File: src/rtl/perf_counter_bank.sv
// perf_counter_bank: free-running cycle, retired-instruction and NUM_CH event
// counters with sticky overflow flags, an atomic snapshot into shadow
// registers and a one-cycle-latency single-counter read port.
module perf_counter_bank #(
    parameter int NUM_CH   = 4,
    parameter int CNT_W    = 32,
    parameter bit SATURATE = 1'b0,
    localparam int SEL_W   = $clog2(NUM_CH + 2)
) (
    input  logic              clk,
    input  logic              rst_n,
    input  logic              count_en,
    input  logic              freeze,
    input  logic              clear,
    input  logic              retire,
    input  logic [NUM_CH-1:0] event_in,
    input  logic              snap,
    input  logic              rd_req,
    input  logic [SEL_W-1:0]  rd_sel,
    output logic              rd_valid,
    output logic [CNT_W-1:0]  rd_data,
    output logic              rd_ovf,
    output logic              rd_err,
    output logic              ovf_any
);

    // Index 0 is the cycle counter, 1 the retired counter, 2+k event channel k.
    localparam int NCNT = NUM_CH + 2;

    logic [CNT_W-1:0] live     [NCNT];
    logic [CNT_W-1:0] live_nxt [NCNT];
    logic [CNT_W-1:0] shadow   [NCNT];
    logic [NCNT-1:0]  sticky;
    logic [NCNT-1:0]  sticky_nxt;
    logic [NCNT-1:0]  src;
    logic [CNT_W-1:0] sel_data;
    logic             sel_ovf;
    logic             sel_hit;

    assign src = {event_in, retire, 1'b1};

    // Next state of live counters and sticky bits; clear wins over freeze, which wins over count_en.
    always_comb begin
        sticky_nxt = sticky;
        for (int i = 0; i < NCNT; i++) begin
            live_nxt[i] = live[i];
        end
        if (clear) begin
            sticky_nxt = '0;
            for (int i = 0; i < NCNT; i++) begin
                live_nxt[i] = '0;
            end
        end else if (!freeze && count_en) begin
            for (int i = 0; i < NCNT; i++) begin
                if (src[i]) begin
                    if (live[i] == {CNT_W{1'b1}}) begin
                        sticky_nxt[i] = 1'b1;
                        live_nxt[i]   = SATURATE ? live[i] : '0;
                    end else begin
                        live_nxt[i] = live[i] + CNT_W'(1);
                    end
                end
            end
        end
    end

    // Read-port mux: rd_sel is compared against each valid index, so an out-of-range select simply misses.
    always_comb begin
        sel_hit  = 1'b0;
        sel_data = '0;
        sel_ovf  = 1'b0;
        for (int i = 0; i < NCNT; i++) begin
            if (rd_sel == SEL_W'(i)) begin
                sel_hit  = 1'b1;
                sel_data = shadow[i];
                sel_ovf  = sticky_nxt[i];
            end
        end
    end

    // All state: counters, shadows (pre-edge live values on snap), sticky summary and the registered read response.
    always_ff @(posedge clk) begin
        if (!rst_n) begin
            for (int i = 0; i < NCNT; i++) begin
                live[i]   <= '0;
                shadow[i] <= '0;
            end
            sticky   <= '0;
            ovf_any  <= 1'b0;
            rd_valid <= 1'b0;
            rd_data  <= '0;
            rd_ovf   <= 1'b0;
            rd_err   <= 1'b0;
        end else begin
            live    <= live_nxt;
            sticky  <= sticky_nxt;
            ovf_any <= |sticky_nxt;
            if (snap) begin
                shadow <= live;
            end
            if (rd_req) begin
                rd_valid <= 1'b1;
                rd_data  <= sel_hit ? sel_data : '0;
                rd_ovf   <= sel_hit ? sel_ovf : 1'b0;
                rd_err   <= !sel_hit;
            end else begin
                rd_valid <= 1'b0;
            end
        end
    end

endmodule
File: config.mk
export PLATFORM = sky130hd
export DESIGN_NAME = perf_counter_bank
export DESIGN_NICKNAME = d
export VERILOG_FILES = /design/src/rtl/perf_counter_bank.sv
export SDC_FILE = /design/constraint.sdc
export NUM_CORES = 1
export LEC_CHECK = 0
export BUFFER_PORTS_ARGS = -buffer_cell sky130_fd_sc_hd__buf_2
export CAP_MARGIN = 20
export CORE_MARGIN = 3
export CORE_UTILIZATION = 30
export CTS_CLUSTER_DIAMETER = 60
export CTS_CLUSTER_SIZE = 28
export DETAILED_ROUTE_END_ITERATION = 6
export HOLD_SLACK_MARGIN = 0.15
export PLACE_DENSITY = 0.53
export SLEW_MARGIN = 10
export SYNTH_ARGS = -nofsm -noshare
export SYNTH_HDL_FRONTEND = slang
export SYNTH_SLANG_ARGS = --single-unit
File: constraint.sdc
create_clock -name clk -period 2.3 [get_ports clk]
set_clock_uncertainty 0.2 [all_clocks]
set_input_delay 0.23 -clock clk [delete_from_list [all_inputs] [get_ports clk]]
set_output_delay 0.23 -clock clk [all_outputs]
set_load 0.1 [all_outputs]
# After elaboration in Yosys (flattened, before gate mapping)
# Cells that the tools add are included.
# Widths: inputs -> output; s select.
[word_totals] output_inout_bits=36 wordCells=87 register_bits=426 in_bits=15
[op_classes] n_reduce_logical=11 muxes=40 n_eq_ne=11 bitwise=1 addsub=6
[op_table] cell="$mux 32" n=13
[op_table] cell="$add 32x1->32 const B" n=6
[op_table] cell="$eq 32x32->1 const B" n=6
[op_table] cell="$mux 1" n=25
[op_table] cell="$mux 6" n=2
[op_table] cell="$reduce_and 2->1" n=5
[op_table] cell="$eq 3x2->1 const B" n=2
[op_table] cell="$eq 3x3->1 const B" n=2
[op_table] cell="$reduce_or 6->1" n=1
[op_table] cell="$eq 3x1->1 const B" n=1
[op_table] cell="$logic_not 3->1" n=1
[op_table] cell="$logic_not 1->1" n=2
[op_table] cell="$reduce_or 2->1" n=1
[op_table] cell="$logic_and 1x1->1" n=1
[op_table] cell="$not 1->1" n=1

# Logic depth before layout (Yosys ltp)
# Gate-level depths: netlist of the first run.
[logic_depth] depth_word=12 ltp_mapped=8 depth_no_buf=6

# Least setup slack after synthesis of the first run
# No wires, ideal clock.
[synth_timing] path_kind="reg2reg" start="reg live[96] (netlist name)" end="reg live[127] (netlist name)" setup_ns=0.115 path_buffers=1 path_stages_with_launch=8 path_slack_ns=0.255 required_time_ns=1.985 arrival_ns=1.730 path_cell_list="dfxtp_1 -> ha_1 -> inv_1 -> nor4_4 -> nand3_2 -> o21ai_4 -> buf_6 -> nor2_1"
[synth_between] elab_chain_cells=2 elab_cells_between_ends=3 cone_classes="1 x add/sub; 1 x eq/ne; 1 x mux"
[synth_rtl] element="start: declaration" line_no="30" text="logic [CNT_W-1:0] live [NCNT];"
[synth_rtl] element="start signal: assignment" line_no="95" text="live <= live_nxt;"
[synth_rtl] element="$add 32x1->32 or $eq 32x32->1 (tied branches)" line_no="60, 56"
[synth_rtl] element="$mux 32 *" line_no="56" text="if (live[i] == {CNT_W{1'b1}}) begin"
# Every way passes the cells marked *; elsewhere a longest branch is shown, timed or not.
# A chain may end at the register's enable or synchronous reset.

# Worst setup path in the final report of the first run
[layout_timing] start="in count_en" end="reg live[59] (netlist name)"
[layout_between] elab_chain_cells=2
[layout_rtl] element="start: declaration" line_no="12" text="input logic count_en,"
[layout_rtl] element="$logic_and 1x1->1" line_no="53" text="end else if (!freeze && count_en) begin"
[layout_rtl] element="$reduce_and 2->1 (no source line)"
# Every way passes these cells.

==> impl_metrics.json, run 1 <==
{
  "clockBufferDepth": 3,
  "outcome": "finished, final reports clean",
  "grt_start_max_net_pins": 145,
  "synth-compound-area-share_pct": 8.72,
  "yosys-top-cells-count": "426 x dfxtp_1, 226 x nor2b_1, 203 x nor2_1",
  "finalHoldViolCount": 0,
  "wl_met2_mm": 22.8,
  "synth-xor-area-share_pct": 7.38,
  "netlist_instances": 1948,
  "htree_levels": 2,
  "power_per_cell_area_nw_per_um2": 681,
  "dr.max_layer_used": "met5",
  "synth_top_family_by_area": "simple AND/OR/NAND/NOR gates",
  "drive_above_1_share_pct": 12.9,
  "ys_seq_area_share_pct": 46.1,
  "synth_cell_type_count": 50,
  "insertion_delay_ns": 0.58,
  "worst_slack_ns": 0.0797,
  "clock.fmax_mhz": 450,
  "startpoint_type": "input port",
  "cp_num_buf_inv": 3,
  "dieWidth_um": 254,
  "ir_drop_v": 0.000390,
  "drt_first_pass_iters": 6,
  "tns_ns": 0,
  "drc": 0,
  "synth_edf_count": 0,
  "grt_pass1_vias": 13328,
  "placementRows": 90,
  "wl_met3_mm": 2.06,
  "yosys.area_share.simple_pct": 23.8,
  "die-height_um": 254,
  "arrival_ns": 2.53,
  "totalWireLength_mm": 51.0,
  "crit_chain": "dlygate4sd3_1 > buf_2 > nand2b_1 > buf_4 > nor3_2 > nand4_1 > or3_1 > a21oi_1",
  "route.detailed.wl_per_inst_um": 17.8,
  "yosys.area_share.adder_pct": 0.406,
  "netSwitchingFraction_pct": 22.9,
  "leakage_nw": 7.92,
  "core_area_um2": 60700,
  "drtAntennaViolNets": 0,
  "async_flop_share_pct": 0,
  "final_cell_area_um2": 22000,
  "drt-vias-per-instance": 4.95,
  "path_delay_family": "simple AND/OR/NAND/NOR gates",
  "hp-class": "reg -> reg",
  "syn_area_per_cell_um2": 9.50,
  "pwr-share-clk_pct": 46.4,
  "synth.most_common_cell": "dfxtp_1",
  "ys.flop_type": "dfxtp_1",
  "tritoncts": "yes",
  "finalCritPeriodShare_pct": 96.5,
  "crit_type": "in -> reg",
  "syn_area_um2": 18500,
  "seq_power_share_pct": 49.4,
  "critPathMaxStageDelay_ns": 0.54,
  "cp_slowest_cell": "dlygate4sd3_1",
  "cts-root-buf": "clkbuf_16",
  "clk_pin_slew_ns": 0.07,
  "dp.final_hpwl_mm": 36.4,
  "synth_top_area_cell": "dfxtp_1",
  "pre_cts_ws_ns": 0.0152,
  "fin_crit_ns": 2.22,
  "drt_iter0_markers": 1029,
  "grt_pass1_wl_mm": 79.1,
  "worst_setup_path_end_kind": "flop",
  "track_usage_pct": 15.7,
  "portBuffers": 50,
  "critPathMaxFanout": 9,
  "finalSetupViolCount": 0,
  "grt_overflow": 0,
  "max-slew-margin-rel_pct": 50.9,
  "p_sw_mw": 3.42,
  "combPwrFrac_pct": 4.3,
  "ys_warn_count": 0,
  "antenna_found_initial": 3,
  "worst_pin_slew_ns": 0.736,
  "synth.area.top_cells": "dfxtp_1 46%, mux2i_1 11%, nor2b_1 7.6%, xor2_1 5.5%, nor2_1 4.1%",
  "ys_seq_elements": 426,
  "maxSlewViolCount": 0,
  "start_util_pct": 30.5,
  "power.internal_mw": 11.5,
  "cts_sinks": 426,
  "num_io_pins": 51,
  "num_vias": 14212,
  "fill_cells": 6064,
  "place_area_um2": 20400,
  "cp_data_required_time_ns": 2.60,
  "synth_top_area_share_pct": 46.1,
  "syn-num-nets": 1969,
  "die-area_um2": 64700,
  "rsz0062_at_grt": "yes",
  "synth.mux.area_fraction_pct": 10.7,
  "syn2layout_area_growth_pct": 18.7,
  "place_congestion": 0.818,
  "maxCapViolations": 0,
  "wl_met1_mm": 24.9,
  "nets": 2080,
  "cts_buffers": 37
}
==> worst paths after layout <==
path                               from                     to  slack [ns]  cells past startpoint
setup / recovery               count_en  live[59]$_SDFFE_PP0P_        0.08                      8
hold / removal     sticky[0]$_SDFF_PN0_   sticky[0]$_SDFF_PN0_        0.29                      2
setup reg to reg  live[35]$_SDFFE_PP0P_  live[59]$_SDFFE_PP0P_        0.11                      6
hold reg to reg    sticky[0]$_SDFF_PN0_   sticky[0]$_SDFF_PN0_        0.29                      2
==> cell families after synthesis <==
kind of cell / count (synthesis)
multiplexers: 197
flip-flops: 426
AO/OA/AOI/OAI: 234
XOR/XNOR: 156
adder cells (fa/ha/maj): 6
AND/OR/NAND/NOR: 798
buffers and inverters: 131
==> power groups by stage <==
stage	clock, mW	combinational, mW	sequential (mW)
2_1_floorplan	0	0.378	7.58
3_3_place_gp	0	0.616	7.55
3_5_place_dp	0	0.619	7.55
4_1_cts	7.14	0.644	7.38
5_1_grt	7.42	0.676	7.38
6_report	6.93	0.638	7.38
==> cell type report <==
class | count | area, µm² | share of cell area (%)
Tap cell | 782 | 978 | 4.45
Clock inverter | 19 | 274 | 1.25
Multi-Input combinational cell | 1391 | 9510 | 43.3
Inverter | 20 | 75.1 | 0.342
Clock buffer | 49 | 1060 | 4.84
Sequential cell | 426 | 8530 | 38.8
Antenna cell | 1 | 2.50 | 0.0114
Timing Repair Buffer | 183 | 1540 | 7.01
==> stage by stage <==
stage | instances | util (%) | power, mW | hold slack [ns]
floorplan | 1948 | - | 7.96 | 0.177
global placement | 2783 | 33.6 | 8.17 | 0.276
detailed placement | 2783 | 33.6 | 8.17 | 0.278
CTS | 2867 | 36.1 | 15.2 | 0.263
global route | 2870 | 36.2 | 15.5 | 0.304
finish | 2871 | 36.2 | 15.0 | 0.288
==> placed cells by master (no fill, tap or decap), types with 48 or more instances in the layout <==
cell,instances
nor2_1,203
a22oi_1,97
mux2i_1,196
nand4_1,73
nand3_1,68
buf_2,48
nor2b_1,226
buf_4,99
xor2_1,116
nand2_1,71
dfxtp_1,424
==> sequential cells by signal, indices dropped and copies added (netlist names) <==
register / count
live: 192
ovf_any: 1
rd_data: 32
rd_err: 1
rd_ovf: 1
rd_valid: 1
shadow: 192
sticky: 6
==> worst register-to-register path, stage by stage (launching register included) <==
cell     delay, ns
dfxtp_1       0.43
nand3_1       0.21
buf_4         0.22
nor3_2        0.29
nand4_1       0.27
or3_1         0.38
a21oi_1       0.14
==> metal layers <==
layer  global-route usage, %  vias to the layer above
met2                    24.5                      261
li1                        -                     7053
met5                       0                        -
met3                    2.41                       64
met4                    4.34                        2
met1                    22.4                     6832
==> what timing repair did <==
item,in CTS,in global routing
hold endpoints to repair,212,0
endpoints found under the setup margin,0,89
resized for setup,0,10
hold buffers,16,0
buffers inserted,0,4
No activity file was read; power rests on OpenSTA's default activity.
==> inputs of run 2 (changes only) <==
CORE_MARGIN = not set   (was 3)
==> run 2 against run 1 <==
  * Setup slack better by 0.028 ns
  * Via count rose by 0.96%
  * Cell area unchanged
  * Sequential share of layout area barely moved
==> impl_metrics.json, run 2 (synthesized netlist as in run 1, its figures left out) <==
{
  "outcome": "finished, final reports clean",
  "dp.final_hpwl_mm": 37.7,
  "fin_crit_ns": 2.19,
  "die-area_um2": 62700,
  "clk_pin_slew_ns": 0.08,
  "crit_type": "reg -> reg",
  "drive_above_1_share_pct": 13.2,
  "cts_sinks": 426,
  "hp-class": "in -> reg",
  "insertion_delay_ns": 0.56,
  "worst_slack_ns": 0.107,
  "maxSlewViolCount": 0,
  "drt_first_pass_iters": 5,
  "finalHoldViolCount": 0,
  "min-delay-start": "count_en",
  "fill_cells": 6065,
  "num_vias": 14349,
  "most-common-layout-cells": "426 x dfxtp_1, 226 x nor2b_1, 203 x nor2_1",
  "grt_pass1_wl_mm": 81.8,
  "place_congestion": 0.829,
  "drc": 0,
  "die-height_um": 250,
  "critPathMaxFanout": 6,
  "startpoint_type": "flop",
  "max-slew-margin-rel_pct": 38.7,
  "nets": 2092,
  "rsz0062_at_grt": "yes",
  "cp_data_required_time_ns": 2.57,
  "layout_commonest_cell": "dfxtp_1",
  "finalCritPeriodShare_pct": 95.3,
  "core_area_um2": 60700,
  "ir_drop_v": 0.000315,
  "tns_ns": 0,
  "cts_buffers": 37,
  "antenna_found_initial": 2,
  "portBuffers": 50,
  "arrival_ns": 2.46,
  "top_regs": "live (192), shadow (192), rd_data (32)",
  "power_per_cell_area_nw_per_um2": 670,
  "drtAntennaViolNets": 0,
  "placementRows": 90,
  "dieWidth_um": 250,
  "drt_iter0_markers": 921,
  "start_util_pct": 30.5,
  "syn2layout_area_growth_pct": 18.7,
  "route.detailed.wl_per_inst_um": 18.3,
  "final_core_util_pct": 36.2,
  "num_io_pins": 51,
  "worst_setup_path_end_kind": "flop",
  "num_antenna_cells": 0,
  "pre_cts_ws_ns": 0.0111,
  "finalSetupViolCount": 0,
  "maxCapViolations": 0,
  "clock.fmax_mhz": 456,
  "grt_pass1_vias": 13864,
  "leakage_nw": 7.93,
  "tritoncts": "yes",
  "worst_pin_slew_ns": 0.920,
  "totalWireLength_mm": 52.6,
  "timing.rr.start": "live[70]$_SDFFE_PP0P_",
  "startpoint": "live[70]$_SDFFE_PP0P_",
  "cts-root-buf": "clkbuf_16",
  "grt_overflow": 0,
  "clockBufferDepth": 3,
  "htree_levels": 2,
  "grt_start_max_net_pins": 97,
  "drt-vias-per-instance": 4.99,
  "track_usage_pct": 16.7
}
run 2: cell count changes in the layout (fill, tap and decap cells not counted), sizes merged:
cell | previous run | this run
buf | 168 | 178
clkbuf | 49 | 42
clkinvlp | 0 | 5
inv | 29 | 26
clkinv | 5 | 7
diode | 1 | 0
dlygate4sd3 | 15 | 16
run 2: cell type report:
| type | instances | area, µm² | share of cell area [%] |
|---|---|---|---|
| Timing Repair Buffer | 195 | 1610 | 7.31 |
| Sequential cell | 426 | 8530 | 38.8 |
| Multi-Input combinational cell | 1391 | 9520 | 43.3 |
| Tap cell | 782 | 978 | 4.45 |
| Clock inverter | 23 | 310 | 1.41 |
| Clock buffer | 41 | 951 | 4.33 |
| Inverter | 20 | 75.1 | 0.342 |
run 2: critical path: stages (launching register included):
cell and delay [ns]:
dfxtp_1 0.44, and4_2 0.32, and3_1 0.30, buf_4 0.18, nand4_1 0.18, or3_1 0.36, a21oi_1 0.14
run 2: worst paths after layout:
path                                   end  slack [ns]  cells after the start
setup / recovery     live[93]$_SDFFE_PP0P_        0.11                      6
hold / removal        live[0]$_SDFFE_PP0P_        0.17                      5
setup reg to reg     live[93]$_SDFFE_PP0P_        0.11                      6
hold reg to reg   rd_data[30]$_SDFFE_PN0P_        0.30                      1
run 2: timing repair:
action / CTS / global route
setup endpoints to repair: 0 / 77
gates resized for setup: 0 / 9
setup buffers: 0 / 6
hold buffers: 16 / 0
endpoints found under the hold margin: 151 / 0
run 2: power breakdown:
group,internal (mW),switching [mW]
Clock,3.64,3.04
Sequential,7.38,0.00589
Combinational,0.247,0.407
run 2: layer usage:
layer  vias to the layer above  GRT usage (%)  part of all wire (%)
met4                         0           6.22                   3.4
met1                      6915           23.2                    48
li1                       7080              -                     -
met5                         -              0                     0
met2                       273           26.2                    45
met3                        81           2.03                   3.7
run 2: stage by stage:
step                      area, µm²  total power, mW  instances  hold WS [ns]
after CTS                     21900             14.9       2872         0.156
after floorplan               18500             7.96       1948         0.177
after global routing          22000             15.2       2878         0.192
after detailed placement      20500             8.18       2792         0.282
final                         22000             14.7       2878         0.171
after global placement        20500             8.18       2792         0.278
